<file path="src/rtl/restore_divider_pkg.sv">
// ============================================================================
// Module  : restore_divider_pkg
// Brief   : Shared opcode encodings and default width for the restoring divider
// Revision: 1.0
// ============================================================================
`default_nettype none

package restore_divider_pkg;

  localparam int WIDTH_DEFAULT = 8;

  localparam logic [2:0] OP_NOP  = 3'b000;
  localparam logic [2:0] OP_INIT = 3'b001;
  localparam logic [2:0] OP_LDQ  = 3'b010;
  localparam logic [2:0] OP_LDM  = 3'b011;
  localparam logic [2:0] OP_RUN  = 3'b100;
  localparam logic [2:0] OP_OUTA = 3'b101;
  localparam logic [2:0] OP_OUTQ = 3'b110;
  localparam logic [2:0] OP_PREP = 3'b111;

endpackage

`default_nettype wire

</file>
<file path="src/rtl/restore_divider_step.sv">
// ============================================================================
// Module  : restore_step
// Brief   : One combinational restoring-division iteration (shift, trial, restore)
// Revision: 1.0
// ============================================================================
`default_nettype none

module restore_step #(
  parameter int WIDTH = 8
) (
  input  logic [WIDTH:0]   i_a,
  input  logic [WIDTH-1:0] i_q,
  input  logic [WIDTH-1:0] i_m,
  output logic [WIDTH:0]   o_a,
  output logic [WIDTH-1:0] o_q
);

  // The shifted remainder keeps one extra bit so the sign of the trial
  // subtraction stays exact even if A ever carried its top bit.
  logic [WIDTH+1:0] w_a_shift;
  logic [WIDTH+1:0] w_trial;
  logic [WIDTH-1:0] w_q_shift;

  always_comb begin
    w_a_shift = {i_a, i_q[WIDTH-1]};
    w_q_shift = {i_q[WIDTH-2:0], 1'b0};
    w_trial   = w_a_shift - {2'b00, i_m};
    if (w_trial[WIDTH+1]) begin
      o_a = w_a_shift[WIDTH:0];
      o_q = w_q_shift;
    end else begin
      o_a = w_trial[WIDTH:0];
      o_q = w_q_shift | {{(WIDTH-1){1'b0}}, 1'b1};
    end
  end

endmodule

`default_nettype wire

</file>
<file path="src/rtl/restore_divider.sv">
// ============================================================================
// Module  : restore_divider
// Brief   : Opcode-sequenced unsigned restoring divider, one quotient bit/clock
// Revision: 1.0
// ============================================================================
`default_nettype none

module restore_divider
  import restore_divider_pkg::*;
#(
  parameter int WIDTH = WIDTH_DEFAULT
) (
  input  logic             clk,
  input  logic             rst,
  input  logic [WIDTH-1:0] inbus,
  input  logic [2:0]       enable,
  output logic [WIDTH-1:0] outbus,
  output logic             done
);

  localparam int CW = $clog2(WIDTH + 1);
  localparam logic [CW-1:0] c_cnt_last = CW'(WIDTH - 1);
  localparam logic [CW-1:0] c_cnt_full = CW'(WIDTH);

  logic [WIDTH-1:0] r_m;
  logic [WIDTH-1:0] r_q;
  logic [WIDTH:0]   r_a;
  logic [CW-1:0]    r_cnt;
  logic             r_done;

  logic [WIDTH:0]   w_a_next;
  logic [WIDTH-1:0] w_q_next;

  restore_step #(.WIDTH(WIDTH)) u_step (
    .i_a (r_a),
    .i_q (r_q),
    .i_m (r_m),
    .o_a (w_a_next),
    .o_q (w_q_next)
  );

  always_ff @(posedge clk) begin
    if (rst) begin
      r_m    <= '0;
      r_q    <= '0;
      r_a    <= '0;
      r_cnt  <= '0;
      r_done <= 1'b0;
    end else begin
      case (enable)
        OP_INIT: begin
          r_m    <= '0;
          r_q    <= '0;
          r_a    <= '0;
          r_cnt  <= '0;
          r_done <= 1'b0;
        end
        OP_LDM: r_m <= inbus;
        OP_LDQ: begin
          r_q    <= inbus;
          r_cnt  <= '0;
          r_done <= 1'b0;
        end
        OP_PREP: begin
          r_a    <= '0;
          r_cnt  <= '0;
          r_done <= 1'b0;
        end
        OP_RUN: begin
          // Once all WIDTH iterations are done, further run cycles hold state.
          if (r_cnt < c_cnt_full) begin
            r_a   <= w_a_next;
            r_q   <= w_q_next;
            r_cnt <= r_cnt + CW'(1);
            if (r_cnt == c_cnt_last) r_done <= 1'b1;
          end
        end
        default: ;
      endcase
    end
  end

  always_comb begin
    outbus = '0;
    case (enable)
      OP_OUTA: outbus = r_a[WIDTH-1:0];
      OP_OUTQ: outbus = r_q;
      default: outbus = '0;
    endcase
  end

  assign done = r_done;

endmodule

`default_nettype wire

</file>
<file path="config.mk">
export PLATFORM = sky130hd
export DESIGN_NAME = restore_divider
export DESIGN_NICKNAME = d
export VERILOG_FILES = /design/src/rtl/restore_divider_pkg.sv /design/src/rtl/restore_divider_step.sv /design/src/rtl/restore_divider.sv
export SDC_FILE = /design/constraint.sdc
export NUM_CORES = 1
export LEC_CHECK = 0
export ABC_AREA = 1
export BUFFER_PORTS_ARGS = -buffer_cell sky130_fd_sc_hd__buf_4
export CORE_ASPECT_RATIO = 0.5
export CORE_MARGIN = 3
export CORE_UTILIZATION = 50
export DETAILED_ROUTE_END_ITERATION = 7
export GPL_TIMING_DRIVEN = 0
export PLACE_DENSITY = 0.7
export SLEW_MARGIN = 20
export SYNTH_ARGS = -nofsm -noshare
export SYNTH_HDL_FRONTEND = slang
export SYNTH_SLANG_ARGS = --single-unit
export TNS_END_PERCENT = 100
</file>
<file path="constraint.sdc">
create_clock -name clk -period 4.3 [get_ports clk]
set_input_delay 0.86 -clock clk [delete_from_list [all_inputs] [get_ports clk]]
set_output_delay 0.86 -clock clk [all_outputs]
set_load 0.05 [all_outputs]
</file>
==> results.rst <==
.. list-table::
   :header-rows: 1

   * - Metric
     - Value
   * - Slew @ Worst Pin
     - between 0.5 and 0.6 ns
   * - Total number of vias
     - between 2000 and 2500
   * - Number of antenna diodes
     - 0
   * - Area growth from synthesis to layout
     - 15.2%
   * - Final number of hold-violating endpoints
     - 0
   * - Number of cells after detailed placement
     - 370
   * - Hold path startpoint
     - r_cnt[3]$_SDFFE_PP0P_
   * - Leftover overflow at the end of global routing
     - 0
   * - CTS-repair resized insts
     - 0
   * - Mapped Area
     - between 1500 and 2000 um^2
   * - WS Path Type
     - in2out
   * - Detail-routed net length per standard cell
     - roughly 13 um
   * - GPL Wtd Cong
     - around 0.85
   * - DR top layer
     - met4
   * - Mean number of vias per cell
     - between 5 and 6
   * - Number of buffers on the longest clock path
     - 2
   * - Placed standard-cell area
     - about 2200 um^2
   * - R2r startpoint
     - r_m[4]$_SDFFE_PP0P_
   * - Result of the run
     - completed
   * - Yosys Warn Count
     - 0
   * - Post-CTS Setup Bufs
     - 0
   * - Final cell area excluding filler cells
     - approximately 2300 um^2
   * - Final max-slew violation count
     - 0
   * - Required @ worst endpoint
     - approximately 3.4 ns
   * - Core area
     - about 3600 um^2
   * - Filler cells
     - around 350
   * - CTS sink count
     - 30
   * - Die Height
     - roughly 50 um
   * - Count of TritonRoute iterations in the first routing pass
     - 4
   * - CTS hold repair buffers
     - 0
   * - Share of cells above drive strength 1
     - 0.131
   * - Post-CTS clock slew at the launch and capture registers of the worst setup and hold paths
     - 0.06 ns
   * - Post-route insts no fill
     - between 300 and 400
   * - Power density relative to cell area
     - ~420 nW/um^2
   * - CTS HTree Levels
     - 2
   * - Critical path capture point type
     - output pin
   * - Number of nets with antenna violations after routing
     - 0
   * - Number of rows created at floorplan
     - 15
   * - Routed met3 length
     - between 200 and 300 um
   * - Die X
     - 94.5 um
   * - Largest net degree at the start of global routing
     - 11
   * - Nets in the synthesized netlist
     - approximately 320
   * - Avg Inst Size Synth
     - 6.52 um^2
   * - Synthesized instance count
     - 300
   * - Number of antenna violations at the first check in global routing
     - 0
   * - Number of buffers created by CTS
     - 5
   * - Register area share after synthesis
     - 0.307
   * - Routed WL
     - between 4000 and 5000 um
   * - Max cap viols
     - 0
   * - Minimum clock period after layout
     - 2.72 ns
   * - Routed wire length on met2
     - 2100 um
   * - Area enclosed by the die boundary
     - between 4000 and 5000 um^2
   * - Arr. time, crit path
     - 1.86 ns
   * - DRC viols
     - 0
   * - Clock tree from TritonCTS
     - done
   * - Half-perimeter wire length after detailed placement
     - 3870 um
   * - Type of element launching the critical path
     - input port
   * - Initial detailed-routing violation count
     - between 90 and 100
   * - Total Nets Final
     - 349
   * - Total setup violations reported at the end of the flow
     - 0
   * - Clock latency at the later pin of the worst-skew pair
     - approximately 0.28 ns
   * - Final setup TNS
     - 0 ns
   * - Largest vdd supply drop
     - ~0.24 mV
   * - Launching instance or port of the critical path
     - enable[0]
   * - Distinct cells, synth
     - 29
   * - Flops & latches, synth
     - 30
   * - Worst slew margin
     - 0.635
   * - Period utilization
     - 0.632
   * - Final Skew
     - roughly 0.0026 ns
   * - Worst-path maximum fanout
     - 8
   * - Leakage Power
     - roughly 1.1 nW
   * - Vias in the first global route
     - 1815
   * - Highest clock rate
     - 0.368 GHz
   * - Buffer cell driving the clock tree root
     - clkbuf_8
   * - Global router's overall resource usage
     - 0.232
   * - Setup repair after global routing missed its margin
     - false
   * - Type of the tightest min-delay check
     - reg2reg
   * - I/O pins
     - 22
   * - Routed length on met1
     - between 2000 and 3000 um
   * - Number of buffer cells added on primary ports
     - 19
   * - First-pass GRT wire length
     - 8340 um
   * - Effective utilization at floorplan
     - 0.546
[Yosys cell counts, drive strengths merged]
| cell | instances | area share |
|---|---|---|
| ha | 9 | 0.058 |
| dfxtp | 30 | 0.31 |
| buf | 3 | 0.014 |
| clkinv | 1 | 0.0045 |
| nor3 | 3 | 0.016 |
| fa | 1 | 0.010 |
| o21ai | 11 | 0.028 |
| xor2 | 3 | 0.013 |
| or2 | 2 | 0.0077 |
| inv | 65 | 0.12 |
| nand2 | 60 | 0.12 |
| nand4 | 4 | 0.016 |
| nor2 | 16 | 0.032 |
| clkbuf | 3 | 0.0064 |
| o22ai | 22 | 0.070 |
| nand3 | 38 | 0.10 |
| a21oi | 29 | 0.076 |
[per-stage QoR]
stage / util / hold WS [ns] / worst slack [ns] / power, mW
floorplan: - / 0.444 / 1.35 / 0.623
global placement: 0.603 / 0.456 / 1.62 / 0.703
detailed placement: 0.603 / 0.456 / 1.60 / 0.710
CTS: 0.629 / 0.465 / 1.60 / 0.950
global route: 0.629 / 0.481 / 1.49 / 1.03
finish: 0.629 / 0.464 / 1.58 / 0.952
[worst max-delay path, stage by stage]
cell and delay, ns:
clkbuf_2 0.15, inv_1 0.09, nand3_1 0.25, o22ai_1 0.27, buf_4 0.23
[area by class of cell]
cell class,count,area (um^2),share of cell area
plain buffers,6,40.0,0.0178
inverters,66,253,0.112
repair buffers,19,143,0.0633
multi-input cells,198,1060,0.472
flip-flops and latches,30,601,0.266
well taps,51,63.8,0.0283
clock inverters,1,5.00,0.00222
clock buffers,7,86.3,0.0383
[flip-flops by register name (all words and copies together) (netlist names)]
signal  cells
r_a         9
r_m         8
r_q         8
r_cnt       4
done        1
[report_power, final]
group	total [mW]	internal, mW	leakage (nW)	switching, mW
sequential	0.309	0.297	0.244	0.0120
clock	0.238	0.129	0.0482	0.109
combinational	0.405	0.139	0.771	0.266
[final timing paths]
path         cells after the start  slack [ns]                    end
max                              5        1.58              outbus[7]
min                              2        0.46  r_cnt[3]$_SDFFE_PP0P_
max reg2reg                     11        2.19    r_a[5]$_SDFFE_PP0P_
min reg2reg                      2        0.46  r_cnt[3]$_SDFFE_PP0P_
[layer usage]
metal,vias up,global-route usage
met5,-,0
li1,1027,-
met1,942,0.341
met4,0,0.0718
met2,47,0.342
met3,6,0.0449
[placed cells by master (no fill, tap or decap)]
cell type,count
buf_4,19
nor3_1,1
nand2_1,59
nand4_1,3
nand2_2,1
o21ai_0,9
clkinv_4,1
fa_1,1
ha_1,9
nor3_2,1
clkbuf_1,3
or2_2,1
buf_6,2
buf_2,1
nor2_1,15
nand3_2,1
or2_4,1
a21oi_1,28
a21oi_2,1
clkinv_2,1
nand3_1,37
dfxtp_1,30
nand4_2,1
clkbuf_2,1
xor2_1,3
o22ai_1,22
o21ai_1,2
inv_1,62
nor2_2,1
nor3_4,1
clkbuf_8,6
inv_2,3
[kinds of logic (layout without fill, tap and decap cells)]
group                    after synthesis  count (layout)  synth area share
flip-flops                            30              30             0.307
adder cells (fa/ha/maj)               10              10            0.0678
AND/OR/NAND/NOR                      123             123             0.288
XOR/XNOR                               3               3            0.0134
AO/OA/AOI/OAI                         62              62             0.175
buffers and inverters                 72              99             0.150
Note: power is estimated with default switching activity, not from simulation.
